`src/rtl/pong_pkg.sv`:
```
// Shared playfield geometry, FSM state encodings and direction constants
// for the pong ball engine and its score counters.
package pong_pkg;

   localparam int ROWS = 32;
   localparam int COLS = 64;

   localparam logic [4:0] CENTRE_ROW = 5'd16;
   localparam logic [5:0] CENTRE_COL = 6'd32;
   localparam logic [4:0] TOP_ROW    = 5'(ROWS - 1);
   localparam logic [4:0] BOTTOM_ROW = 5'd0;
   localparam logic [5:0] LEFT_COL   = 6'd0;
   localparam logic [5:0] RIGHT_COL  = 6'(COLS - 1);

   localparam logic [3:0] SCORE_MAX  = 4'hF;

   localparam logic [1:0] ST_IDLE   = 2'd0;
   localparam logic [1:0] ST_PLAY   = 2'd1;
   localparam logic [1:0] ST_SCORED = 2'd2;
   localparam logic [1:0] ST_OVER   = 2'd3;

   localparam logic DIR_UP    = 1'b1;
   localparam logic DIR_DOWN  = 1'b0;
   localparam logic DIR_RIGHT = 1'b1;
   localparam logic DIR_LEFT  = 1'b0;

endpackage

```
`src/rtl/score_counter.sv`:
```
// Per-player score: 4-bit counter that saturates instead of wrapping and
// flags when the winning score has been reached.
module score_counter
   import pong_pkg::*;
#(
   parameter int WIN_SCORE = 9
) (
   input  logic       clk,
   input  logic       reset,
   input  logic       inc,
   input  logic       clr,
   output logic [3:0] score,
   output logic       win
);

   always_ff @(posedge clk) begin
      if (!reset || clr) begin
         score <= '0;
      end else if (inc && score != SCORE_MAX) begin
         score <= score + 4'd1;
      end
   end

   assign win = (score == 4'(WIN_SCORE));

endmodule

```
`src/rtl/ball_engine.sv`:
```
// Pong ball engine: moves the ball one cell per game step, reflects off walls and
// paddles, scores misses and runs the game FSM. Optional BALL_SPEEDUP_EN halves speed until 3 hits.
module ball_engine
   import pong_pkg::*;
#(
   parameter int SERVE_DELAY = 4,
   parameter int WIN_SCORE   = 9
) (
   input  logic            clk,
   input  logic            reset,
   input  logic            tick,
   input  logic            start,
   input  logic [ROWS-1:0] left_paddle,
   input  logic [ROWS-1:0] right_paddle,
   output logic [4:0]      ball_row,
   output logic [5:0]      ball_col,
   output logic            dir_up,
   output logic            dir_right,
   output logic [3:0]      score_left,
   output logic [3:0]      score_right,
   output logic            point_pulse,
   output logic            game_over
);

   localparam logic [3:0] SERVE_LAST = 4'(SERVE_DELAY - 1);

   logic [1:0] state;
   logic [3:0] serve_cnt;
   logic [4:0] next_row;
   logic       next_up;
   logic [5:0] next_col;
   logic       next_right;
   logic       miss_left;
   logic       miss_right;
   logic       advance;
   logic       step_play;
   logic       win_left;
   logic       win_right;
   logic       restart;
   logic       serve;

`ifdef BALL_SPEEDUP_EN
   logic [1:0] rally;
   logic       phase;
   logic       hit;

   // Slow rally: only every second tick moves the ball until three paddle hits.
   assign advance = tick && (phase || rally == 2'd3);
   assign hit     = step_play && (next_right != dir_right);

   always_ff @(posedge clk) begin
      if (!reset) begin
         rally <= '0;
         phase <= 1'b0;
      end else if (state == ST_PLAY && tick) begin
         if (step_play && (miss_left || miss_right)) begin
            rally <= '0;
         end else if (hit && rally != 2'd3) begin
            rally <= rally + 2'd1;
         end
         if (rally != 2'd3) begin
            phase <= ~phase;
         end
      end else if (serve || restart) begin
         phase <= 1'b0;
      end
   end
`else
   assign advance = tick;
`endif

   assign step_play = (state == ST_PLAY) && advance;
   assign restart   = (state == ST_OVER) && start;
   assign serve     = (state == ST_SCORED) && tick && !(win_left || win_right)
                      && (serve_cnt == SERVE_LAST);
   assign game_over = (state == ST_OVER);

   // Paddle lookup uses the post-step row so a wall bounce and a paddle hit combine.
   always_comb begin
      next_row   = ball_row;
      next_up    = dir_up;
      next_col   = ball_col;
      next_right = dir_right;
      miss_left  = 1'b0;
      miss_right = 1'b0;

      if (dir_up == DIR_UP) begin
         if (ball_row == TOP_ROW) begin
            next_up  = DIR_DOWN;
            next_row = TOP_ROW - 5'd1;
         end else begin
            next_row = ball_row + 5'd1;
         end
      end else begin
         if (ball_row == BOTTOM_ROW) begin
            next_up  = DIR_UP;
            next_row = BOTTOM_ROW + 5'd1;
         end else begin
            next_row = ball_row - 5'd1;
         end
      end

      if (dir_right == DIR_LEFT && ball_col == LEFT_COL + 6'd1) begin
         if (left_paddle[next_row]) begin
            next_right = DIR_RIGHT;
            next_col   = LEFT_COL + 6'd2;
         end else begin
            next_col  = LEFT_COL;
            miss_left = 1'b1;
         end
      end else if (dir_right == DIR_RIGHT && ball_col == RIGHT_COL - 6'd1) begin
         if (right_paddle[next_row]) begin
            next_right = DIR_LEFT;
            next_col   = RIGHT_COL - 6'd1 - 6'd1;
         end else begin
            next_col   = RIGHT_COL;
            miss_right = 1'b1;
         end
      end else if (dir_right == DIR_RIGHT) begin
         next_col = ball_col + 6'd1;
      end else begin
         next_col = ball_col - 6'd1;
      end
   end

   // The serve heads toward whoever conceded; the frozen column says who that was.
   always_ff @(posedge clk) begin
      if (!reset) begin
         state       <= ST_IDLE;
         ball_row    <= CENTRE_ROW;
         ball_col    <= CENTRE_COL;
         dir_up      <= DIR_UP;
         dir_right   <= DIR_RIGHT;
         serve_cnt   <= '0;
         point_pulse <= 1'b0;
      end else begin
         point_pulse <= 1'b0;
         case (state)
            ST_IDLE: begin
               if (start) begin
                  state <= ST_PLAY;
               end
            end
            ST_PLAY: begin
               if (advance) begin
                  ball_row  <= next_row;
                  dir_up    <= next_up;
                  ball_col  <= next_col;
                  dir_right <= next_right;
                  if (miss_left || miss_right) begin
                     state       <= ST_SCORED;
                     point_pulse <= 1'b1;
                     serve_cnt   <= '0;
                  end
               end
            end
            ST_SCORED: begin
               if (tick) begin
                  if (win_left || win_right) begin
                     state <= ST_OVER;
                  end else if (serve) begin
                     ball_row  <= CENTRE_ROW;
                     ball_col  <= CENTRE_COL;
                     dir_up    <= DIR_UP;
                     dir_right <= (ball_col == RIGHT_COL) ? DIR_RIGHT : DIR_LEFT;
                     state     <= ST_PLAY;
                  end else begin
                     serve_cnt <= serve_cnt + 4'd1;
                  end
               end
            end
            ST_OVER: begin
               if (start) begin
                  ball_row  <= CENTRE_ROW;
                  ball_col  <= CENTRE_COL;
                  dir_up    <= DIR_UP;
                  dir_right <= DIR_RIGHT;
                  state     <= ST_PLAY;
               end
            end
            default: state <= ST_IDLE;
         endcase
      end
   end

   score_counter #(.WIN_SCORE(WIN_SCORE)) u_score_left (
      .clk   (clk),
      .reset (reset),
      .inc   (step_play && miss_right),
      .clr   (restart),
      .score (score_left),
      .win   (win_left)
   );

   score_counter #(.WIN_SCORE(WIN_SCORE)) u_score_right (
      .clk   (clk),
      .reset (reset),
      .inc   (step_play && miss_left),
      .clr   (restart),
      .score (score_right),
      .win   (win_right)
   );

endmodule

```
`config.mk`:
```
export PLATFORM = sky130hd
export DESIGN_NAME = ball_engine
export DESIGN_NICKNAME = d
export VERILOG_FILES = /design/src/rtl/pong_pkg.sv /design/src/rtl/score_counter.sv /design/src/rtl/ball_engine.sv
export SDC_FILE = /design/constraint.sdc
export NUM_CORES = 1
export LEC_CHECK = 0
export CORE_MARGIN = 5
export CORE_UTILIZATION = 50
export DETAILED_ROUTE_END_ITERATION = 8
export PLACE_DENSITY = 0.86
export SKIP_CTS_REPAIR_TIMING = 1
export SYNTH_ARGS = -nofsm -noshare
export SYNTH_HDL_FRONTEND = slang
export SYNTH_SLANG_ARGS = --single-unit
```
`constraint.sdc`:
```
create_clock -name clk -period 7.16 [get_ports clk]
set_clock_uncertainty 0.2 [all_clocks]
set_input_delay 0.716 -clock clk [delete_from_list [all_inputs] [get_ports clk]]
set_output_delay 0.716 -clock clk [all_outputs]
set_load 0.005 [all_outputs]
```
==> Word-level counts from Yosys, hierarchy flattened <==
Cells that the tools add are included.
{ "totals": {"ff_bits": 28, "input_bits": 68, "out_inout_bits": 23, "wordCells": 130} }
{ "op_classes": {"addsub": 7, "magnitude_cmp": 1, "n_eq_ne": 24, "mux": 62, "bitwise_logic": 1, "reduce_logical": 26} }
{ "ops": {"columns": ["operator", "n"], "rows": [
  ["$mux W6", 8],
  ["$mux W5", 8],
  ["$mux W1", 25],
  ["$mux W4", 5],
  ["$pmux W6 S3", 1],
  ["$mux W2", 8],
  ["$pmux W5 S3", 1],
  ["$add A4 B1 Y4 const B", 3],
  ["$eq A6 B6 Y1 const B", 2],
  ["$ne A2 B2 Y1 const B", 6],
  ["$reduce_and A6 Y1", 2],
  ["$logic_and A1 B1 Y1", 11],
  ["$bmux W1 S5", 2],
  ["$reduce_and A9 Y1", 1],
  ["$eq A4 B4 Y1 const B", 2],
  ["$ne A4 B4 Y1 const B", 2],
  ["$pmux W4 S2", 1],
  ["$add A6 B1 Y6 const B", 1],
  ["$eq A6 B1 Y1 const B", 1],
  ["$lt A5 B6 Y1 const B", 1],
  ["$ne A3 B1 Y1 const B", 2],
  ["$ne A3 B2 Y1 const B", 2],
  ["$pmux W1 S3", 2],
  ["$pmux W2 S3", 1],
  ["other kinds (18)", 23]
]} }

==> Logic depth before layout (Yosys ltp) <==
Gate-level depths: netlist of the first run.
{ "depth": {"ltp_word": 12, "mapped_depth": 13, "mapped_depth_nobuf": 11} }

==> Cells and area by module <==
A second synthesis of the first run with hierarchy kept.
{ "unflattened": {"hier_cells": 412, "area_unflattened_um2": 3170.5} }
{ "by_module_without_submodules": {"columns": ["mod", "n_inst", "cells_per_inst", "area_per_inst_um2"], "rows": [
  ["ball_engine", 1, 364, 2705.1],
  ["score_counter", 2, 24, 232.7]
]} }

==> Least setup slack after synthesis of the first run <==
OpenSTA, ideal clock, no wires.
{ "synth_timing": {"path_kind": "reg-to-reg", "from": "register ball_row[0]", "to": "register dir_right", "arrival_time_ns": 3.338, "required_time_ns": 6.837, "slack_ns": 3.498, "path_stages_with_launch": 14, "n_path_buf": 2, "synth_period_minus_slack_ns": 3.662, "cell_sequence": "dfxtp_1 inv_1 clkbuf_1 ha_1 or4b_4 a21o_1 buf_6 and3_1 a2111oi_0 a221o_1 o22ai_2 or2_1 o211ai_2 mux2_1"} }
{ "synth_between": {"elab_chain_cells": 7, "word_cells_on_any_way": 14} }
{ "synth_rtl": {"columns": ["item", "line_no", "rtl"], "rows": [
  ["start, declared", "ball_engine.sv:15", "output logic [4:0] ball_row,"],
  ["start signal, assigned", "ball_engine.sv:146", "ball_row <= next_row;"],
  ["$sub A5 B1 Y5, or another cell as far along", "ball_engine.sv:99", "next_row = ball_row - 5'd1;"],
  ["$mux W5, on equally long branches", "ball_engine.sv:95, ball_engine.sv:88", null],
  ["$mux W5 (*)", "ball_engine.sv:87", "if (dir_up == DIR_UP) begin"],
  ["$bmux W1 S5, on equally long branches", "ball_engine.sv:104, ball_engine.sv:112", null],
  ["$mux W1, on equally long branches", "ball_engine.sv:104, ball_engine.sv:112", null],
  ["$ne A3 B2 Y1 (no line) or $ne A3 B1 Y1 (tied branches)", null, null],
  ["$reduce_and A9 Y1 (no line) (*)", null, null],
  ["end signal, assigned", "ball_engine.sv:149", "dir_right <= next_right;"],
  ["end signal, assigned", "ball_engine.sv:165", "dir_right <= (ball_col == RIGHT_COL) ? DIR_RIGHT : DIR_LEFT;"],
  ["end, declared", "ball_engine.sv:18", "output logic dir_right,"]
]} }
Mark *: on every way between the ends. The rest lies on a longest branch, timed or not. The select of a mux whose other input is x is not followed.
A chain may end at the register's enable or synchronous reset.

==> Worst setup path after layout of the first run <==
{ "layout_timing": {"from": "register ball_row[0]", "to": "register serve_cnt[1]"} }
{ "layout_between": {"elab_chain_cells": 11, "word_cells_on_any_way": 19} }
{ "layout_rtl": {"columns": ["item", "line_no", "rtl"], "rows": [
  ["$sub A5 B1 Y5, or another cell as far along", "ball_engine.sv:99", null],
  ["$mux W5, on equally long branches", "ball_engine.sv:95, ball_engine.sv:88", null],
  ["$mux W5 (*)", "ball_engine.sv:87", null],
  ["$bmux W1 S5", "ball_engine.sv:112", "if (right_paddle[next_row]) begin"],
  ["$mux W1 (not written as such)", "ball_engine.sv:112", null],
  ["$mux W1", "ball_engine.sv:112", null],
  ["$mux W1", "ball_engine.sv:111", "end else if (dir_right == DIR_RIGHT && ball_col == RIGHT_COL - 6'd1) begin"],
  ["$mux W1", "ball_engine.sv:103", "if (dir_right == DIR_LEFT && ball_col == LEFT_COL + 6'd1) begin"],
  ["$logic_or A1 B1 Y1 (*)", "ball_engine.sv:150", "if (miss_left || miss_right) begin"],
  ["$ne A2 B1 Y1 (no line) (*)", null, null],
  ["$reduce_and A6 Y1 (no line) (*)", null, null],
  ["end signal, assigned", "ball_engine.sv:168", "serve_cnt <= serve_cnt + 4'd1;"],
  ["end, declared", "ball_engine.sv:28", "logic [3:0] serve_cnt;"]
]} }
Marked as above.

==> results of run 1 <==
## cell type report
type                       instances  area share
clock buffer                       3      0.0111
clock inverter                     1     0.00808
inverter                          14      0.0141
multi-input combinational        287       0.548
sequential                        28       0.151
tap                               70      0.0236
timing repair buffer              91       0.245
## logic make-up (layout without fill, tap and decap cells)
| group | count (synthesis) | in the layout |
|---|---|---|
| adders and majority gates | 15 | 15 |
| AOI/OAI and AO/OA | 108 | 108 |
| xor gates and xnor gates | 6 | 6 |
| and+or+nand+nor | 141 | 141 |
| muxes | 17 | 17 |
| buffers and inverters | 30 | 109 |
| DFF | 28 | 28 |
## report_power, final
part           internal (mW)  leakage, nW  total (mW)  switching, mW
logic                  0.290         1.08       0.652          0.362
clock network         0.0749       0.0357       0.125         0.0503
registers              0.180        0.227       0.224         0.0438
total                  0.545         1.34        1.00          0.456
## critical path, cell delays in order, from the launching register on
cell and delay, ps:
dfxtp_1 470, buf_4 390, inv_1 280, ha_1 410, inv_1 140, a21o_1 390
a221oi_1 140, a2111oi_0 730, a2111oi_2 80, o22ai_2 330, o21bai_2 180, o21ai_2 250
mux2i_1 210
## flip-flops by register name (all words and copies together) (netlist names)
register             count
ball_row                 5
u_score_right.score      4
u_score_left.score       4
dir_right                1
dir_up                   1
serve_cnt                4
state                    2
point_pulse              1
ball_col                 6
## cells in the mapped netlist, types with 3 or more instances
cell type and n:
dfxtp_1 28, a21oi_1 7, inv_1 14, o211ai_1 7, nor2_1 16, o21ai_0 21, nor3_1 10, or3_1 3
xnor2_1 5, mux2_2 3, nor4_1 4, o21ai_1 3, a2111oi_0 3, a211oi_1 8, a32oi_1 3, a22oi_1 12
and2_1 6, mux2i_1 11, a21o_1 3, a31oi_1 5, nand3_1 13, nor2b_1 13, nand2_1 42, clkbuf_1 10
a21boi_0 5, nand2b_1 4, and3_1 5, ha_1 15
## worst max-delay path by stage
stage | startpoint | end | slack [ps] | depth (start not counted)
floorplan | ball_row[0] | dir_right | 3500 | 13
global placement | ball_row[0] | u_score_left.score[3] | 3100 | 12
detailed placement | ball_row[0] | serve_cnt[1] | 2960 | 12
CTS | ball_row[0] | serve_cnt[1] | 2950 | 12
global route | ball_row[0] | serve_cnt[1] | 2510 | 12
finish | ball_row[0] | serve_cnt[1] | 2860 | 12
## metal layers
| metal | vias up | global-route usage | part of all wire |
|---|---|---|---|
| met5 | - | 0 | 0 |
| met4 | 0 | 0.0702 | 0.022 |
| met3 | 19 | 0.0434 | 0.075 |
| met2 | 134 | 0.393 | 0.50 |
| met1 | 1434 | 0.270 | 0.41 |
| li1 | 1470 | - | - |
## per-stage QoR
stage / power (mW) / setup slack, ps / area [um^2] / hold WS (ps)
final: 1.00 / 2860 / 3710 / 285
after detailed placement: 0.870 / 2960 / 3640 / 276
after global placement: 0.854 / 3100 / 3640 / 273
after floorplan: 0.685 / 3500 / 2730 / 238
after CTS: 0.997 / 2950 / 3710 / 291
after global routing: 1.08 / 2510 / 3710 / 312
==> summary.md, run 1 <==
| Metric | Value |
|---|---|
| Status | `finished, final reports clean` |
| Slew Viols, Final | `0` |
| Slew @ Worst Pin | `808 ps` |
| Reg2reg path depth | `12` |
| Die area | `7030 um^2` |
| Final ANT Viol Nets | `0` |
| Clock Tree Buf Depth | `2` |
| Hold Crit Class | `reg -> reg` |
| Largest family of logic cells by synthesized area | `compound AO/OA/AOI/OAI gates` |
| Top cell type's share of synthesized area | `0.206` |
| Pin count of the biggest net entering global routing | `30` |
| Hold path depth | `2` |
| H-tree levels | `1` |
| Hold_sp | `serve_cnt[3]` |
| Root buf cell | `clkbuf_8` |
| Top-level I/O count | `91` |
| R2R Path Start | `ball_row[0]` |
| Nets | `508` |
| Clk_lat worst skew | `280 ps` |
| Layout Utilization | `0.714` |
| FF-to-FF End | `serve_cnt[1]` |
| CP Capture Type | `flip-flop` |
| TritonCTS clock tree | `built` |
| First-pass GRT wire length | `13.4 mm` |
| Die X | `83.9 um` |
| Final hold violations | `0` |
| FILL cells | `406` |
| Post-Syn Area per Cell | `7.91 um^2` |
| Violation count after the first detailed-routing iteration | `215` |
| Power Dens Cells | `269 nW/um^2` |
| Total Wirelength | `8.30 mm` |
| Port Buffers | `90` |
| Placed insts | `490` |
| Area leader, netlist | `dfxtp_1` |
| Layout cells sized above 1 | `0.0778` |
| Synth Area in Compound Gates | `0.303` |
| Reg2reg setup slack | `2860 ps` |
| Rel. slew slack | `0.460` |
| Syn nets | `428` |
| Non-Filler Instances | `494` |
| Post-Syn Area | `2730 um^2` |
| GR Overflow Total | `0` |
| ANT cells | `0` |
| Vias in the first global route | `2868` |
| Adder-cell share of the synthesized area | `0.0688` |
| VDD IR max | `0.136 mV` |
| Setup_tns | `0 ps` |
| Netlist cell types | `77` |
| Clock-pin transition on the worst setup and hold timing paths | `100 ps` |
| # rows | `26` |
| DR vias | `3057` |
| Final min period | `4300 ps` |
| Final setup viols | `0` |
| DP HPWL | `6.49 mm` |
| Simple-Gate Fraction of Synth Area | `0.281` |
| Synth warn | `0` |
| RSZ-0062 raised after global routing | `no` |
| Part of the cycle the worst path needs | `0.600` |
| Setup CP Type | `reg -> reg` |
| Vias per cell | `6.19` |
| Post-synthesis xor/xnor area fraction | `0.0193` |
| Sequential area share after synthesis | `0.206` |
| Crit path DAT | `4310 ps` |
| Initial antenna violation count | `0` |
| Synth Register Bits | `28` |
| Gp weighted congestion | `0.928` |
| Number of synthesized flops with an enable pin | `0` |
| Total leakage power | `1.34 nW` |
| Ys async rst share | `0` |
| Worst Setup Start Kind | `flip-flop` |
| Die Y | `83.9 um` |
| Top cells by area, synth | `dfxtp_1, ha_1, nand2_1` |
| Total Routing Usage GR | `0.223` |
| Drt drc | `0` |
| Max Fclk | `233 MHz` |
| Main synth FF type | `dfxtp_1` |
| Max_cap viols | `0` |
| Multi-input logic area | `2030 um^2` |
| Detailed Routing Iterations Pass 1 | `5` |
| Commonest non-fill, non-tap cell in the layout | `clkdlybuf4s50_1` |
| Storage element area | `561 um^2` |
| Syn Inst Count | `345` |
| Area delta synth->final | `36.2%` |
| Commonest non-fill, non-tap cells in the layout | `clkdlybuf4s50_1, nand2_1, dfxtp_1` |
| Initial Utilization | `0.524` |
| CTS buffer count | `3` |
| Sink Count | `28` |
| Hold Crit Endpoint | `serve_cnt[3]` |
| Post-synthesis mux area share | `0.0734` |
| Crit path required time | `7170 ps` |
| Routed WL per cell | `16.8 um` |
| CORE AREA | `5200 um^2` |
| Crit-path max FO | `29` |
Note: power is estimated with default switching activity, not from simulation.
==> run 2: changes to the inputs <==
--- a/config.mk
+++ b/config.mk
@@ -6,9 +6,9 @@
 export NUM_CORES = 1
 export LEC_CHECK = 0
 export CORE_MARGIN = 5
-export CORE_UTILIZATION = 50
+export CORE_UTILIZATION = 47
 export DETAILED_ROUTE_END_ITERATION = 8
-export PLACE_DENSITY = 0.86
+export PLACE_DENSITY = 0.82
 export SKIP_CTS_REPAIR_TIMING = 1
 export SYNTH_ARGS = -nofsm -noshare
 export SYNTH_HDL_FRONTEND = slang
==> constraint.sdc (replaced) <==
create_clock -name clk -period 4.15 [get_ports clk]
set_clock_uncertainty 0.2 [all_clocks]
set_input_delay 0.415 -clock clk [delete_from_list [all_inputs] [get_ports clk]]
set_output_delay 0.415 -clock clk [all_outputs]
set_load 0.005 [all_outputs]
==> run 2 against run 1 <==
Clock power is 71% higher. Sequential cell count did not move. Utilization down 4.4 points. Worst hold slack is essentially flat. Final area rose by 0.47%. Register-to-register slack lost 2300 ps. Sequential power increased by 71%. Via count shrank 2.3%. Critical path depth is 1 lower. Die area up 5.6%. Sequential share of layout area down 0.071 points. Largest power group unchanged.
==> summary.md, run 2 (synthesized netlist as in run 1, its figures left out) <==
| Metric | Value |
|---|---|
| Routed WL per cell | `17.0 um` |
| Final hold violations | `0` |
| VDD IR max | `0.258 mV` |
| Power Dens Cells | `464 nW/um^2` |
| Worst-path cell chain | `inv_1 > ha_1 > or4b_4 > a21o_1 > a221oi_1 > a211oi_1 > o31a_1 > a221oi_4 > nand2_2 > or3_1 > a21oi_1` |
| Drt drc | `0` |
| Die Y | `86.2 um` |
| Crit path DAT | `3640 ps` |
| First-pass GRT wire length | `13.7 mm` |
| Commonest non-fill, non-tap cell in the layout | `clkdlybuf4s50_1` |
| H-tree levels | `1` |
| CP Capture Type | `flip-flop` |
| Final ANT Viol Nets | `0` |
| Commonest non-fill, non-tap cells in the layout | `clkdlybuf4s50_1, nand2_1, dfxtp_1` |
| Clock Tree Buf Depth | `2` |
| Slew Viols, Final | `0` |
| Max Fclk | `276 MHz` |
| Vias in the first global route | `2810` |
| CTS buffer count | `3` |
| Max reg flops | `6` |
| Storage element area | `561 um^2` |
| Root buf cell | `clkbuf_8` |
| Total Routing Usage GR | `0.222` |
| CORE AREA | `5570 um^2` |
| ANT cells | `0` |
| Setup CP Type | `reg -> reg` |
| Crit path required time | `4160 ps` |
| Sink Count | `28` |
| Hold Crit Class | `reg -> reg` |
| Slew @ Worst Pin | `773 ps` |
| Total leakage power | `1.35 nW` |
| FILL cells | `500` |
| Area delta synth->final | `36.8%` |
| Status | `finished, final reports clean` |
| Worst Setup Start Kind | `flip-flop` |
| Most flop-heavy register | `ball_col` |
| Setup_tns | `0 ps` |
| Largest registers | `ball_col x6, ball_row x5` |
| Final setup viols | `0` |
| GR Overflow Total | `0` |
| Crit-path max FO | `13` |
| Rel. slew slack | `0.483` |
| Critical Path Max Stage Delay | `520 ps` |
| Pin count of the biggest net entering global routing | `30` |
| Hold_ws | `285 ps` |
| Top-level I/O count | `91` |
| Overall power | `1.73 mW` |
| Violation count after the first detailed-routing iteration | `165` |
| RSZ-0062 raised after global routing | `no` |
| Clock-pin transition on the worst setup and hold timing paths | `90 ps` |
| DR vias | `2988` |
| Vias per cell | `6.00` |
| Gp weighted congestion | `0.906` |
| Multi-input logic area | `2030 um^2` |
| Detailed Routing Iterations Pass 1 | `4` |
| Initial antenna violation count | `0` |
| DP HPWL | `6.58 mm` |
| # rows | `27` |
| Max_cap viols | `0` |
| TritonCTS clock tree | `built` |
| Die area | `7430 um^2` |
| Initial Utilization | `0.489` |
| Part of the cycle the worst path needs | `0.874` |
| Layout cells sized above 1 | `0.0822` |
| Final min period | `3630 ps` |
| Total Wirelength | `8.48 mm` |
| Port Buffers | `90` |
| CP max stage cell | `or4b_4` |
| Nets | `510` |
| Clk_lat worst skew | `280 ps` |
| Die X | `86.2 um` |
## run 2: through the flow
step | worst slack [ps] | cell area, um^2 | instances | util
floorplan | 488 | 2730 | 345 | -
global placement | 568 | 3660 | 494 | 0.657
detailed placement | 543 | 3660 | 494 | 0.657
CTS | 516 | 3730 | 498 | 0.670
global route | 242 | 3730 | 498 | 0.670
finish | 522 | 3730 | 498 | 0.670
## run 2: layer usage
metal	routed length [um]	share of wire	global-route usage
met5	0	0	0
met4	114	0.013	0.0609
met3	594	0.070	0.0390
met2	4120	0.49	0.388
met1	3650	0.43	0.282
## run 2: worst paths after layout
check / from / to / slack, ps / cells after the start
worst max-delay path: ball_row[0] / u_score_left.score[3] / 520 / 11
worst min-delay path: serve_cnt[3] / serve_cnt[3] / 280 / 2
worst max register to register: ball_row[0] / u_score_left.score[3] / 520 / 11
worst min register to register: serve_cnt[3] / serve_cnt[3] / 280 / 2
## run 2: power breakdown
group / switching [mW] / total, mW / internal (mW)
combinational: 0.630 / 1.14 / 0.506
clock: 0.0843 / 0.214 / 0.129
sequential: 0.0738 / 0.384 / 0.310
## run 2: layout make-up
| class | instances | area share |
|---|---|---|
| inverter | 14 | 0.0141 |
| clock buffer | 3 | 0.0111 |
| timing repair buffer | 93 | 0.247 |
| clock inverter | 1 | 0.00805 |
| tap | 72 | 0.0241 |
| multi-input combinational | 287 | 0.545 |
| sequential | 28 | 0.150 |
## run 2: critical path: cells and delay by family, from the launching register on
| kind | cells | cell delay [ps] |
|---|---|---|
| simple gates | 3 | 990 |
| fa+ha+maj | 1 | 210 |
| compound gates | 6 | 1670 |
| buf+inv | 1 | 100 |
| flops | 1 | 380 |
